## config.mk

```make
export PLATFORM = sky130hd
export DESIGN_NAME = fifo
export DESIGN_NICKNAME = d
export VERILOG_FILES = /design/src/rtl/fifo_pkg.sv /design/src/rtl/fifo_mem.sv /design/src/rtl/fifo.sv
export SDC_FILE = /design/constraint.sdc
export NUM_CORES = 1
export LEC_CHECK = 0
export ABC_AREA = 1
export CAP_MARGIN = 0
export CORE_UTILIZATION = 58
export CTS_CLUSTER_DIAMETER = 50
export DETAILED_ROUTE_END_ITERATION = 7
export PLACE_DENSITY = 0.9
export SYNTH_ARGS = -nofsm -noshare
export SYNTH_HDL_FRONTEND = slang
export SYNTH_SLANG_ARGS = --single-unit
export TNS_END_PERCENT = 1
```

## constraint.sdc

```tcl
create_clock -name clk -period 2.6 [get_ports clk]
set_input_delay 0.39 -clock clk [delete_from_list [all_inputs] [get_ports clk]]
set_output_delay 0.39 -clock clk [all_outputs]
set_load 0.03 [all_outputs]
```

## src/rtl/fifo_pkg.sv

```systemverilog
// Shared sizing defaults and the per-cycle operation encoding for the FIFO slice.
package fifo_pkg;

  localparam int FIFO_DATA_WIDTH = 8;
  localparam int FIFO_DEPTH      = 8;
  localparam int FIFO_PTR_W      = $clog2(FIFO_DEPTH);
  localparam int FIFO_CNT_W      = FIFO_PTR_W + 1;

  // Bit 1 = write accepted, bit 0 = read accepted.
  typedef enum logic [1:0] {
    OP_NONE = 2'b00,
    OP_RD   = 2'b01,
    OP_WR   = 2'b10,
    OP_RW   = 2'b11
  } fifo_op_t;

endpackage

```

## src/rtl/fifo_mem.sv

```systemverilog
// Storage array: synchronous write port, registered read port (1-edge latency).
// No backpressure here; the caller only strobes we/re for accepted operations.
module fifo_mem
  import fifo_pkg::*;
#(
  parameter int DATA_WIDTH = FIFO_DATA_WIDTH,
  parameter int DEPTH      = FIFO_DEPTH,
  parameter int ADDR_W     = FIFO_PTR_W
) (
  input  logic                  clk,
  input  logic                  rst,
  input  logic                  we,
  input  logic [ADDR_W-1:0]     waddr,
  input  logic [DATA_WIDTH-1:0] wdata,
  input  logic                  re,
  input  logic [ADDR_W-1:0]     raddr,
  output logic [DATA_WIDTH-1:0] rdata
);

  logic [DATA_WIDTH-1:0] mem [DEPTH];

  // Contents are deliberately left unreset; only the read register clears.
  always_ff @(posedge clk) begin
    if (we) begin
      mem[waddr] <= wdata;
    end
  end

  // Same-address read+write returns the old entry, which is the FIFO head.
  always_ff @(posedge clk) begin
    if (rst) begin
      rdata <= '0;
    end else if (re) begin
      rdata <= mem[raddr];
    end
  end

endmodule

```

## src/rtl/fifo.sv

```systemverilog
// Synchronous FIFO: pointers, occupancy count, flags and accept logic around fifo_mem.
// Read data is registered (one edge after read); writes at full are dropped unless a read frees a slot.
module fifo
  import fifo_pkg::*;
#(
  parameter int DATA_WIDTH = FIFO_DATA_WIDTH,
  parameter int DEPTH      = FIFO_DEPTH
) (
  input  logic                       clk,
  input  logic                       rst,
  input  logic                       write,
  input  logic                       read,
  input  logic [DATA_WIDTH-1:0]      din,
  output logic [DATA_WIDTH-1:0]      dout,
  output logic                       fifo_empty,
  output logic                       fifo_full,
  output logic [$clog2(DEPTH):0]     status_counter
);

  localparam int PTR_W = $clog2(DEPTH);
  localparam int CNT_W = PTR_W + 1;
  localparam logic [PTR_W-1:0] PTR_ONE  = PTR_W'(1);
  localparam logic [CNT_W-1:0] CNT_ONE  = CNT_W'(1);
  localparam logic [CNT_W-1:0] CNT_FULL = CNT_W'(DEPTH);

  logic [PTR_W-1:0] wr_ptr;
  logic [PTR_W-1:0] rd_ptr;
  logic             rd_acc;
  logic             wr_acc;
  fifo_op_t         op;

  assign fifo_empty = (status_counter == '0);
  assign fifo_full  = (status_counter == CNT_FULL);

  // A read at full frees the head slot in the same edge, so the write may proceed.
  assign rd_acc = read & ~fifo_empty;
  assign wr_acc = write & (~fifo_full | rd_acc);

  always_comb begin
    op = fifo_op_t'({wr_acc, rd_acc});
  end

  always_ff @(posedge clk) begin
    if (rst) begin
      wr_ptr         <= '0;
      rd_ptr         <= '0;
      status_counter <= '0;
    end else begin
      case (op)
        OP_WR: begin
          wr_ptr         <= wr_ptr + PTR_ONE;
          status_counter <= status_counter + CNT_ONE;
        end
        OP_RD: begin
          rd_ptr         <= rd_ptr + PTR_ONE;
          status_counter <= status_counter - CNT_ONE;
        end
        OP_RW: begin
          wr_ptr <= wr_ptr + PTR_ONE;
          rd_ptr <= rd_ptr + PTR_ONE;
        end
        default: begin
        end
      endcase
    end
  end

  fifo_mem #(
    .DATA_WIDTH (DATA_WIDTH),
    .DEPTH      (DEPTH),
    .ADDR_W     (PTR_W)
  ) u_mem (
    .clk   (clk),
    .rst   (rst),
    .we    (wr_acc & ~rst),
    .waddr (wr_ptr),
    .wdata (din),
    .re    (rd_acc & ~rst),
    .raddr (rd_ptr),
    .rdata (dout)
  );

endmodule

```

==> impl_summary.log <==
[metrics] synth unique cells: 28
[metrics] H-Tree Depth: 3
[metrics] std cell rows: 28
[metrics] required time worst endpoint: 2.21 ns
[metrics] Floorplan Core Area: 6060 µm²
[metrics] Overall Global Routing Usage: 24.8%
[metrics] wire length per cell: 15.1 µm
[metrics] footprint of the multi-input gates: 1080 µm²
[metrics] Filler Cells Inserted: 427
[metrics] weighted congestion at the end of routability-driven global placement: 0.790
[metrics] number of hold violations in the final report: 0
[metrics] critical path, cell by cell: nor2_2 > and3_2 > clkdlybuf4s50_1
[metrics] count of final max-slew check failures: 0
[metrics] worst slack at placement: 0.181 ns
[metrics] cell type with the highest aggregate area in the netlist: sky130_fd_sc_hd__edfxtp_1
[metrics] area of the die: 6770 µm²
[metrics] Max rail drop VDD: 0.777 mV
[metrics] RSZ-0062 raised after global routing: false
[metrics] min-delay src: u_mem.rdata[1]$_SDFFE_PP0P_
[metrics] transition time at the pin with the least slew margin: 0.516 ns
[metrics] Resize count post-CTS: 0
[metrics] crit path kind: flip-flop to primary output
[metrics] vias per inst: 5.29
[metrics] CTS clock-pin slew for the worst setup and hold paths: 0.08 ns
[metrics] IO Port Bufs: 25
[metrics] RR Endpoint: status_counter[3]$_SDFFE_PP0P_
[metrics] top-level I/O count: 26
[metrics] Worst R2R Path Depth: 12
[metrics] Final Skew: 0.00822 ns
[metrics] number of design-rule violations left by the first detailed-router iteration: 219
[metrics] fraction of the yosys area taken by sequential cells: 61.0%
[metrics] primary flip-flop cell chosen by synthesis mapping: sky130_fd_sc_hd__edfxtp_1
[metrics] flops & latches, synth: 82
[metrics] total standard cell area after synthesis: 3740 µm²
[metrics] power per cell area: 881 nW/µm²
[metrics] leakage power summed over all cells: 1.80 nW
[metrics] average cell area after synthesis: 10.0 µm²
[metrics] final number of setup-violating endpoints: 0
[metrics] layout cell share with drive strength beyond 1: 12.0%
[metrics] post-layout minimum cycle time: 2.14 ns
[metrics] Root Buffer: sky130_fd_sc_hd__clkbuf_8
[metrics] Post-synth EDFFs: 64
[metrics] number of hold-repair buffers added at the cts stage: 0
[metrics] Critical path origin: status_counter[0]$_SDFFE_PP0P_
[metrics] slew margin rel.: 65.6%
[metrics] aggregate routed wire length: 7410 µm
[metrics] maximum number of pins on one net before global-route repair: 35
[metrics] data arrival time of the worst path: 1.75 ns
[metrics] total overflow reported by the global router: 0
[metrics] R2R setup slack: 0.50 ns
[metrics] clock latency on the worst-skew pair: 0.36 ns
[metrics] net count after synthesis: 394
[metrics] final worst slack: 0.465 ns
[metrics] Fmax achieved: 0.468 GHz
[metrics] highest cell delay on the worst timing path: 0.67 ns
[metrics] Worst Path Max Fanout: 4
[metrics] chip height: 82.3 µm
[metrics] type of destination of the critical path: primary output
[metrics] buffers inserted by post-CTS timing repair: 0
[metrics] nets: 431
[metrics] most common cell in the synthesized netlist: sky130_fd_sc_hd__nand2_1
[metrics] Post-Route Setup TNS: 0 ns
[metrics] area share of the largest cell type after synthesis: 51.4%
[metrics] initial cell density of the core: 61.7%
[metrics] cell types occupying the most area after synthesis: sky130_fd_sc_hd__edfxtp_1, sky130_fd_sc_hd__nand2_1, sky130_fd_sc_hd__dfxtp_1
[metrics] area occupied by registers: 2280 µm²
[metrics] global-route wire length before repair: 11600 µm
[metrics] die extent in x: 82.3 µm
[metrics] post-synthesis instance total: 374
[metrics] CTS buffer count: 9
[metrics] core occupancy in the finished layout: 70.1%
[metrics] buffer depth of the longest clock path: 2
[metrics] end point of the worst hold path: u_mem.rdata[1]$_SDFFE_PP0P_
[metrics] HPWL after DPL: 4880 µm
[metrics] post-route worst hold slack: 0.470 ns
[metrics] slowest stage cell, crit path: sky130_fd_sc_hd__clkdlybuf4s50_1
[metrics] worst hold-check path type: flip-flop to flip-flop
[metrics] startpoint of the worst-slack reg-to-reg timing path: status_counter[0]$_SDFFE_PP0P_
[metrics] CTS tree: done
[metrics] vias in the first global route: 2382
[metrics] number of clock sinks: 82
[metrics] fin crit share: 82.1%
[metrics] number of remaining DRC errors: 0
[metrics] total instance count after detailed placement: 475
[metrics] crit start category: flip-flop
[metrics] count of nets left with antenna violations after detail routing: 0
[metrics] run status: finished, final reports clean
[metrics] worst hold stages: 2
[metrics] Non-Filler Instances: 491
[metrics] layout overhead on the synthesized area: 13.5%
[metrics] Yosys Warn Count: 0
[metrics] antenna violations before repair: 0
[metrics] vias post-DR: 2595
[metrics] number of max-cap violations: 0
[metrics] antenna fix cells: 0
[metrics] Commonest cells post-synth: sky130_fd_sc_hd__nand2_1, sky130_fd_sc_hd__edfxtp_1, sky130_fd_sc_hd__inv_1
[metrics] first-pass iteration count of the detailed router: 4
[metrics] share of flip-flops with an asynchronous set or reset after synthesis: 0%
[placed cells by master, fill, tap and decap left out, drive strengths merged]
cell type      netlist  final
buf                 11     13
nor2                14     14
or2                  1      1
fa                   1      1
ha                   7      7
nand2              103    103
and3                 2      2
nand3               56     56
edfxtp              64     64
clkdlybuf4s50        0     25
a21oi               17     17
o21ai                9      9
inv                 66     66
xnor2                2      2
clkinv               2      6
clkinvlp             0      1
dfxtp               18     18
clkbuf               1     11
[worst max-delay path, delay by kind of cell (launching register included)]
| kind | cells | cell delay, ns |
|---|---|---|
| buffers and inverters | 1 | 0.67 |
| DFF | 1 | 0.36 |
| and+or+nand+nor | 2 | 0.36 |
[logic make-up (layout without fill, tap and decap cells)]
group | count (synthesis) | after routing | share of synthesized area (%)
DFF | 82 | 82 | 61.0
and+or+nand+nor | 176 | 176 | 22.1
adders and majority gates | 8 | 8 | 2.88
AOI/OAI and AO/OA | 26 | 26 | 3.48
xor gates and xnor gates | 2 | 2 | 0.468
buffers and inverters | 80 | 122 | 10.1
[area by class of cell]
class | instances | share of cell area, %
tap | 75 | 2.21
sequential | 82 | 53.7
clock buffer | 11 | 3.33
multi-input combinational | 212 | 25.5
inverter | 68 | 6.33
clock inverter | 5 | 0.707
timing repair buffer | 38 | 8.19
[where the power goes]
part	leakage (nW)	internal (mW)	switching [mW]
Sequential	0.726	1.54	0.0968
Clock	0.0867	0.368	0.456
Combinational	0.983	0.453	0.831
[sequential cells by signal, indices dropped and copies added, names as in the netlist]
signal	count
u_mem.rdata	8
wr_ptr	3
u_mem.mem	64
rd_ptr	3
status_counter	4
[worst max path at each step]
| stage | endpoint | slack [ns] | depth (start not counted) |
|---|---|---|---|
| detailed placement | status_counter[3]$_SDFFE_PP0P_ | 0.18 | 12 |
| global route | status_counter[3]$_SDFFE_PP0P_ | 0.34 | 12 |
| finish | fifo_full | 0.46 | 3 |
| CTS | fifo_full | 0.45 | 3 |
| global placement | status_counter[3]$_SDFFE_PP0P_ | 0.23 | 12 |
| floorplan | status_counter[3]$_SDFFE_PP0P_ | 0.36 | 12 |
[metrics by stage]
stage / total power, mW / cell area, µm²
finish: 3.74 / 4250
global route: 3.96 / 4250
CTS: 3.74 / 4250
detailed placement: 2.93 / 4080
global placement: 2.88 / 4080
floorplan: 2.61 / 3740
[per-layer routing]
layer | vias to the layer above | track usage, % | wire length [µm]
li1 | 1280 | - | -
met1 | 1185 | 30.3 | 2920
met2 | 118 | 40.1 | 3640
met3 | 12 | 6.92 | 701
met4 | 0 | 13.2 | 138
met5 | - | 0 | 0
Power figures use the tool's default switching activity.
